$ cat src/rtl/mvm_pkg.sv
// Shared widths, word counts and FSM state encoding for the MVM frame sequencer.
package mvm_pkg;
    localparam int R             = 8;
    localparam int C             = 8;
    localparam int W_X           = 4;
    localparam int W_K           = 4;
    localparam int W_Y_OUT       = 16;
    localparam int BITS_PER_WORD = 8;

    localparam int W_Y        = W_X + W_K + $clog2(C);
    localparam int W_BUS_KX   = R * C * W_K + C * W_X;
    localparam int N_WORDS_KX = W_BUS_KX / BITS_PER_WORD;
    localparam int N_WORDS_Y  = R * W_Y_OUT / BITS_PER_WORD;
    localparam int W_RXC      = $clog2(N_WORDS_KX);
    localparam int W_TXC      = $clog2(N_WORDS_Y);

    typedef enum logic [1:0] {S_RX, S_KX, S_Y, S_TX} state_t;

    function automatic logic [W_Y_OUT-1:0] sext_y(input logic [W_Y-1:0] v);
        return {{(W_Y_OUT - W_Y){v[W_Y-1]}}, v};
    endfunction
endpackage

$ cat src/rtl/word_packer.sv
// Word-addressed write port into a wide register; slot 0 lands in the LSBs.
module word_packer #(
    parameter int N_WORDS = 36,
    parameter int W       = 8,
    parameter int IW      = (N_WORDS > 1) ? $clog2(N_WORDS) : 1
) (
    input  logic                 clk,
    input  logic                 rstn,
    input  logic                 wr_en,
    input  logic [IW-1:0]        wr_idx,
    input  logic [W-1:0]         wr_data,
    output logic [N_WORDS*W-1:0] data
);
    logic [W-1:0] slot [N_WORDS];

    always_ff @(posedge clk or negedge rstn) begin
        if (!rstn) begin
            for (int i = 0; i < N_WORDS; i++) slot[i] <= '0;
        end else if (wr_en) begin
            for (int i = 0; i < N_WORDS; i++)
                if (wr_idx == IW'(i)) slot[i] <= wr_data;
        end
    end

    for (genvar i = 0; i < N_WORDS; i++) begin : g_slot
        assign data[i*W +: W] = slot[i];
    end
endmodule

$ cat src/rtl/mvm_frame_sequencer.sv
// One MVM per UART frame: gather K/X words, hand off to the engine, stream the
// sign-extended result back out byte by byte.
module mvm_frame_sequencer
    import mvm_pkg::*;
#(
    parameter int RX_TIMEOUT = 4096
) (
    input  logic                     clk,
    input  logic                     rstn,
    input  logic                     s_rx_valid,
    input  logic [BITS_PER_WORD-1:0] s_rx_data,
    output logic                     m_kx_valid,
    input  logic                     m_kx_ready,
    output logic [W_BUS_KX-1:0]      m_kx_data,
    input  logic                     s_y_valid,
    output logic                     s_y_ready,
    input  logic [R*W_Y-1:0]         s_y_data,
    output logic                     m_tx_valid,
    input  logic                     m_tx_ready,
    output logic [BITS_PER_WORD-1:0] m_tx_data,
    output logic                     busy,
    output logic                     err_overrun
);
    localparam int W_IDLE = $clog2(RX_TIMEOUT + 1);

    state_t                 state, state_nxt;
    logic [W_RXC-1:0]       rx_cnt, wr_idx;
    logic [W_IDLE-1:0]      idle_cnt;
    logic [W_TXC-1:0]       tx_cnt;
    logic [R*W_Y_OUT-1:0]   y_res;
    logic                   tx_last, rx_take, rx_last, timeout;

    assign m_kx_valid = (state == S_KX);
    assign s_y_ready  = (state == S_Y);
    assign m_tx_valid = (state == S_TX);
    assign busy       = (state != S_RX);

    assign tx_last = m_tx_valid && m_tx_ready && (tx_cnt == W_TXC'(N_WORDS_Y - 1));
    // The cycle that finishes TX already belongs to the next frame's RX window.
    assign rx_take = s_rx_valid && ((state == S_RX) || tx_last);
    assign timeout = (state == S_RX) && (rx_cnt != '0) && (idle_cnt == W_IDLE'(RX_TIMEOUT - 1));
    assign wr_idx  = timeout ? '0 : rx_cnt;
    assign rx_last = rx_take && (wr_idx == W_RXC'(N_WORDS_KX - 1));

    assign m_tx_data = m_tx_valid ? y_res[int'(tx_cnt)*BITS_PER_WORD +: BITS_PER_WORD] : '0;

    word_packer #(.N_WORDS(N_WORDS_KX), .W(BITS_PER_WORD), .IW(W_RXC)) u_rx_pack (
        .clk     (clk),
        .rstn    (rstn),
        .wr_en   (rx_take),
        .wr_idx  (wr_idx),
        .wr_data (s_rx_data),
        .data    (m_kx_data)
    );

    always_ff @(posedge clk or negedge rstn) begin
        if (!rstn) state <= S_RX;
        else       state <= state_nxt;
    end

    always_comb begin
        state_nxt = state;
        case (state)
            S_RX: if (rx_last)                  state_nxt = S_KX;
            S_KX: if (m_kx_ready)               state_nxt = S_Y;
            S_Y:  if (s_y_valid)                state_nxt = S_TX;
            S_TX: if (tx_last)                  state_nxt = S_RX;
            default:                            state_nxt = S_RX;
        endcase
    end

    always_ff @(posedge clk or negedge rstn) begin
        if (!rstn) begin
            rx_cnt      <= '0;
            idle_cnt    <= '0;
            tx_cnt      <= '0;
            y_res       <= '0;
            err_overrun <= 1'b0;
        end else begin
            if (rx_take)      rx_cnt <= rx_last ? '0 : wr_idx + 1'b1;
            else if (timeout) rx_cnt <= '0;

            if (state != S_RX || rx_cnt == '0 || rx_take || timeout) idle_cnt <= '0;
            else                                                      idle_cnt <= idle_cnt + 1'b1;

            if (m_tx_valid && m_tx_ready) tx_cnt <= tx_last ? '0 : tx_cnt + 1'b1;

            if (s_y_valid && s_y_ready)
                for (int r = 0; r < R; r++)
                    y_res[r*W_Y_OUT +: W_Y_OUT] <= sext_y(s_y_data[r*W_Y +: W_Y]);

            if (tx_last)                            err_overrun <= 1'b0;
            else if (s_rx_valid && state != S_RX)   err_overrun <= 1'b1;
        end
    end
endmodule

$ cat config.mk
export PLATFORM = sky130hd
export DESIGN_NAME = mvm_frame_sequencer
export DESIGN_NICKNAME = d
export VERILOG_FILES = /design/src/rtl/mvm_pkg.sv /design/src/rtl/word_packer.sv /design/src/rtl/mvm_frame_sequencer.sv
export SDC_FILE = /design/constraint.sdc
export NUM_CORES = 1
export LEC_CHECK = 0
export ABC_AREA = 1
export BUFFER_PORTS_ARGS = -buffer_cell sky130_fd_sc_hd__buf_2
export CAP_MARGIN = 10
export CORE_MARGIN = 2
export CORE_UTILIZATION = 54
export DETAILED_ROUTE_END_ITERATION = 7
export GPL_TIMING_DRIVEN = 0
export PLACE_DENSITY = 0.81
export SYNTH_ARGS = -nofsm -noshare
export SYNTH_HDL_FRONTEND = slang
export SYNTH_SLANG_ARGS = --single-unit
$ cat constraint.sdc
create_clock -name clk -period 3.01 [get_ports clk]
set_clock_uncertainty 0.2 [all_clocks]
set_input_delay 0 -clock clk [delete_from_list [all_inputs] [get_ports clk]]
set_output_delay 0 -clock clk [all_outputs]
set_load 0.02 [all_outputs]
==> reports/metrics.csv <==
metric,value,unit
peakVddDrop,701.5,uV
gp_congestion,0.9298,
fin_nets,2325,
cts_buffer_depth,3,
relSlewSlack,49.35,%
gr-total-overflow,0,
arrival,2.71,ns
synth.distinct_cells,40,
antenna_found_initial,0,
ant_nets,0,
startpoint,tx_cnt[0],
drive_above_1_share,29.73,%
r2r_cells,6,
multi_input_area,5974,um2
routedWlPerCell,20.78,um
area_growth,30.79,%
whs,0.04937,ns
end_kind,output port,
cp-start-kind,flip-flop,
hp-class,in -> reg,
cp_max_fo,10,
regArea,10060,um2
drtIter0Drc,1369,
grt_first_pass_wirelength,82770,um
grt_pass1_vias,15227,
htreeDepth,2,
rr_startpoint,state[0],
synth_top_flop_cell,dfrtp_1,
critical_path.reg2reg.endpoint,y_res[118],
die_height,179.1,um
die_w,179.1,um
synth-seq-cells,402,
max_freq,343.4,MHz
finalWirelength,54740,um
syn_nets,1770,
maxCapViolCount,0,
drv_slew,0,
rsz0062_at_grt,yes,
start_util,54.44,%
slowest_stage,a311oi_1,
max_stage_delay,0.38,ns
layout_setup_ws,0.09799,ns
pre_cts_slack,0.00004619,ns
finish.instance_area,21660,um2
hold_viol_final,0,
tritoncts,built,
core_area,30430,um2
dpl_cell_area,19160,um2
nFillCells,2086,
critical_path_required,2.81,ns
hold_depth,3,
setup_viol,0,
async_reset_ff_share,100.0,%
numPortBuffers,402,
first_pass_iters,6,
dr_total_vias,15131,
status,"complete, no violations",
crit_chain,"clkbuf_2, inv_1, clkbuf_4, clkbuf_4, nand2_1, nand3_1, nand3_1, a311oi_1, buf_2",
cp-endpoint,m_tx_data[3],
pin_count,403,
powerDensity,1029,nW/um2
track_usage,33.61,%
clockRootBuffer,clkbuf_16,
layoutNonFillerInstCount,2634,
synth_seq_area_share,60.73,%
clkTransAtPathRegs,0.06,ns
rrSetupSlack,0.17,ns
critPathKind,reg -> out,
netlist_area,16560,um2
die_area,32090,um2
ys_warn_count,0,
synthCells,1657,
max_slew.worst_pin.slew,0.7598,ns
final_cell_mix,"buf_2 (415), dfrtp_1 (401), nand2_1 (376)",
grt_max_degree,129,
p_leak,11.72,nW
hpwl,35520,um
timing.final.crit_period,2.912,ns
clock_sinks,402,
cts_made_buffers,41,
routed_via_density,5.744,
post-route-period-util,96.74,%
fin_util,71.20,%
drc,0,
clkLatencyLatePin,0.52,ns
synth_edf_count,0,
syn_area_per_cell,9.997,um2
final_common_cell,buf_2,
dp.cells,2458,
num_rows,64,
==> stage by stage <==
stage          power [mW]  setup TNS [ns]
6_report            22.29               0
5_1_grt             23.34         -0.5904
4_1_cts             21.88               0
3_5_place_dp        16.67               0
3_3_place_gp        16.37        -2324.22
2_1_floorplan       13.59               0
==> registers in the layout (all words and copies together) (netlist names) <==
register and cells:
err_overrun 1, idle_cnt 13, rx_cnt 6, state 2
tx_cnt 4, u_rx_pack.data 288, y_res 88
==> metal layers <==
metal / GRT usage (%) / share of wire, %
met1: 40.48 / 36
met2: 54.15 / 48
met4: 21.47 / 7.4
met5: 0 / 0
met3: 8.355 / 8.9
==> kinds of logic (layout without fill, tap and decap cells) <==
| logic type | count (synthesis) | in the layout | synth area share, % |
|---|---|---|---|
| XOR/XNOR | 4 | 4 | 0.2115 |
| AND/OR/NAND/NOR | 661 | 661 | 17.33 |
| multiplexers | 88 | 88 | 5.982 |
| other | 0 | 1 | 0 |
| adder cells (fa/ha/maj) | 11 | 11 | 0.8309 |
| AO/OA/AOI/OAI | 355 | 355 | 11.22 |
| flip-flops | 402 | 402 | 60.73 |
| buffers and inverters | 136 | 716 | 3.701 |
==> synth_stat cells, types with 4 or more instances <==
master,n,area [um2]
o21ai_0,163,815.8
o221ai_1,5,43.79
buf_2,13,65.06
o22ai_1,4,25.02
a311oi_1,6,52.55
buf_6,10,112.6
a21oi_1,142,710.7
ha_1,11,137.6
mux2_2,88,991.0
nor2_2,20,125.1
nor2_1,160,600.6
nand2_1,386,1449
nor2_4,4,45.04
nor2_8,10,200.2
nand3_1,55,275.3
buf_1,14,52.55
clkbuf_1,51,191.4
o21ai_1,26,130.1
o211ai_1,4,30.03
nand2_2,8,50.05
dfrtp_1,402,10060
nor3_1,6,30.03
inv_1,42,157.7
==> layout make-up <==
class                      count  area share [%]
clock buffer                  61           5.781
multi-input combinational   1119           27.58
tap                          396           2.287
antenna                        1         0.01155
clock inverter                 7          0.3292
timing repair buffer         513           14.65
inverter                      45          0.7797
buffer                        90           2.148
sequential                   402           46.44
==> critical path: cells and delay by family, from the launching register on <==
family,cells,cell delay (ns)
buf+inv,5,1.10
simple gates,3,0.32
flops,1,0.37
compound gates,1,0.38
==> power breakdown <==
part	switching, mW	internal [mW]
Combinational	5.72	2.93
Sequential	1.21	7.39
Clock	2.09	2.95
==> worst min path at each step <==
stage                 start     endpoint  slack (ns)
3_5_place_dp           rstn    y_res[64]       -0.17
4_1_cts        s_y_data[21]    y_res[31]        0.02
5_1_grt        s_y_data[46]    y_res[66]        0.05
2_1_floorplan          rstn  err_overrun       -0.50
6_report       s_y_data[51]    y_res[71]        0.05
3_3_place_gp   s_y_data[52]    y_res[72]        0.03
==> repair_timing <==
action | in CTS | in global routing
resized for setup | 2 | 52
cloned | 0 | 0
hold buffers | 103 | 0
endpoints found under the setup margin | 10 | 271
pin swaps | 0 | 3
hold endpoints to repair | 535 | 0
setup buffers | 0 | 5
No activity file was read; power rests on OpenSTA's default activity.
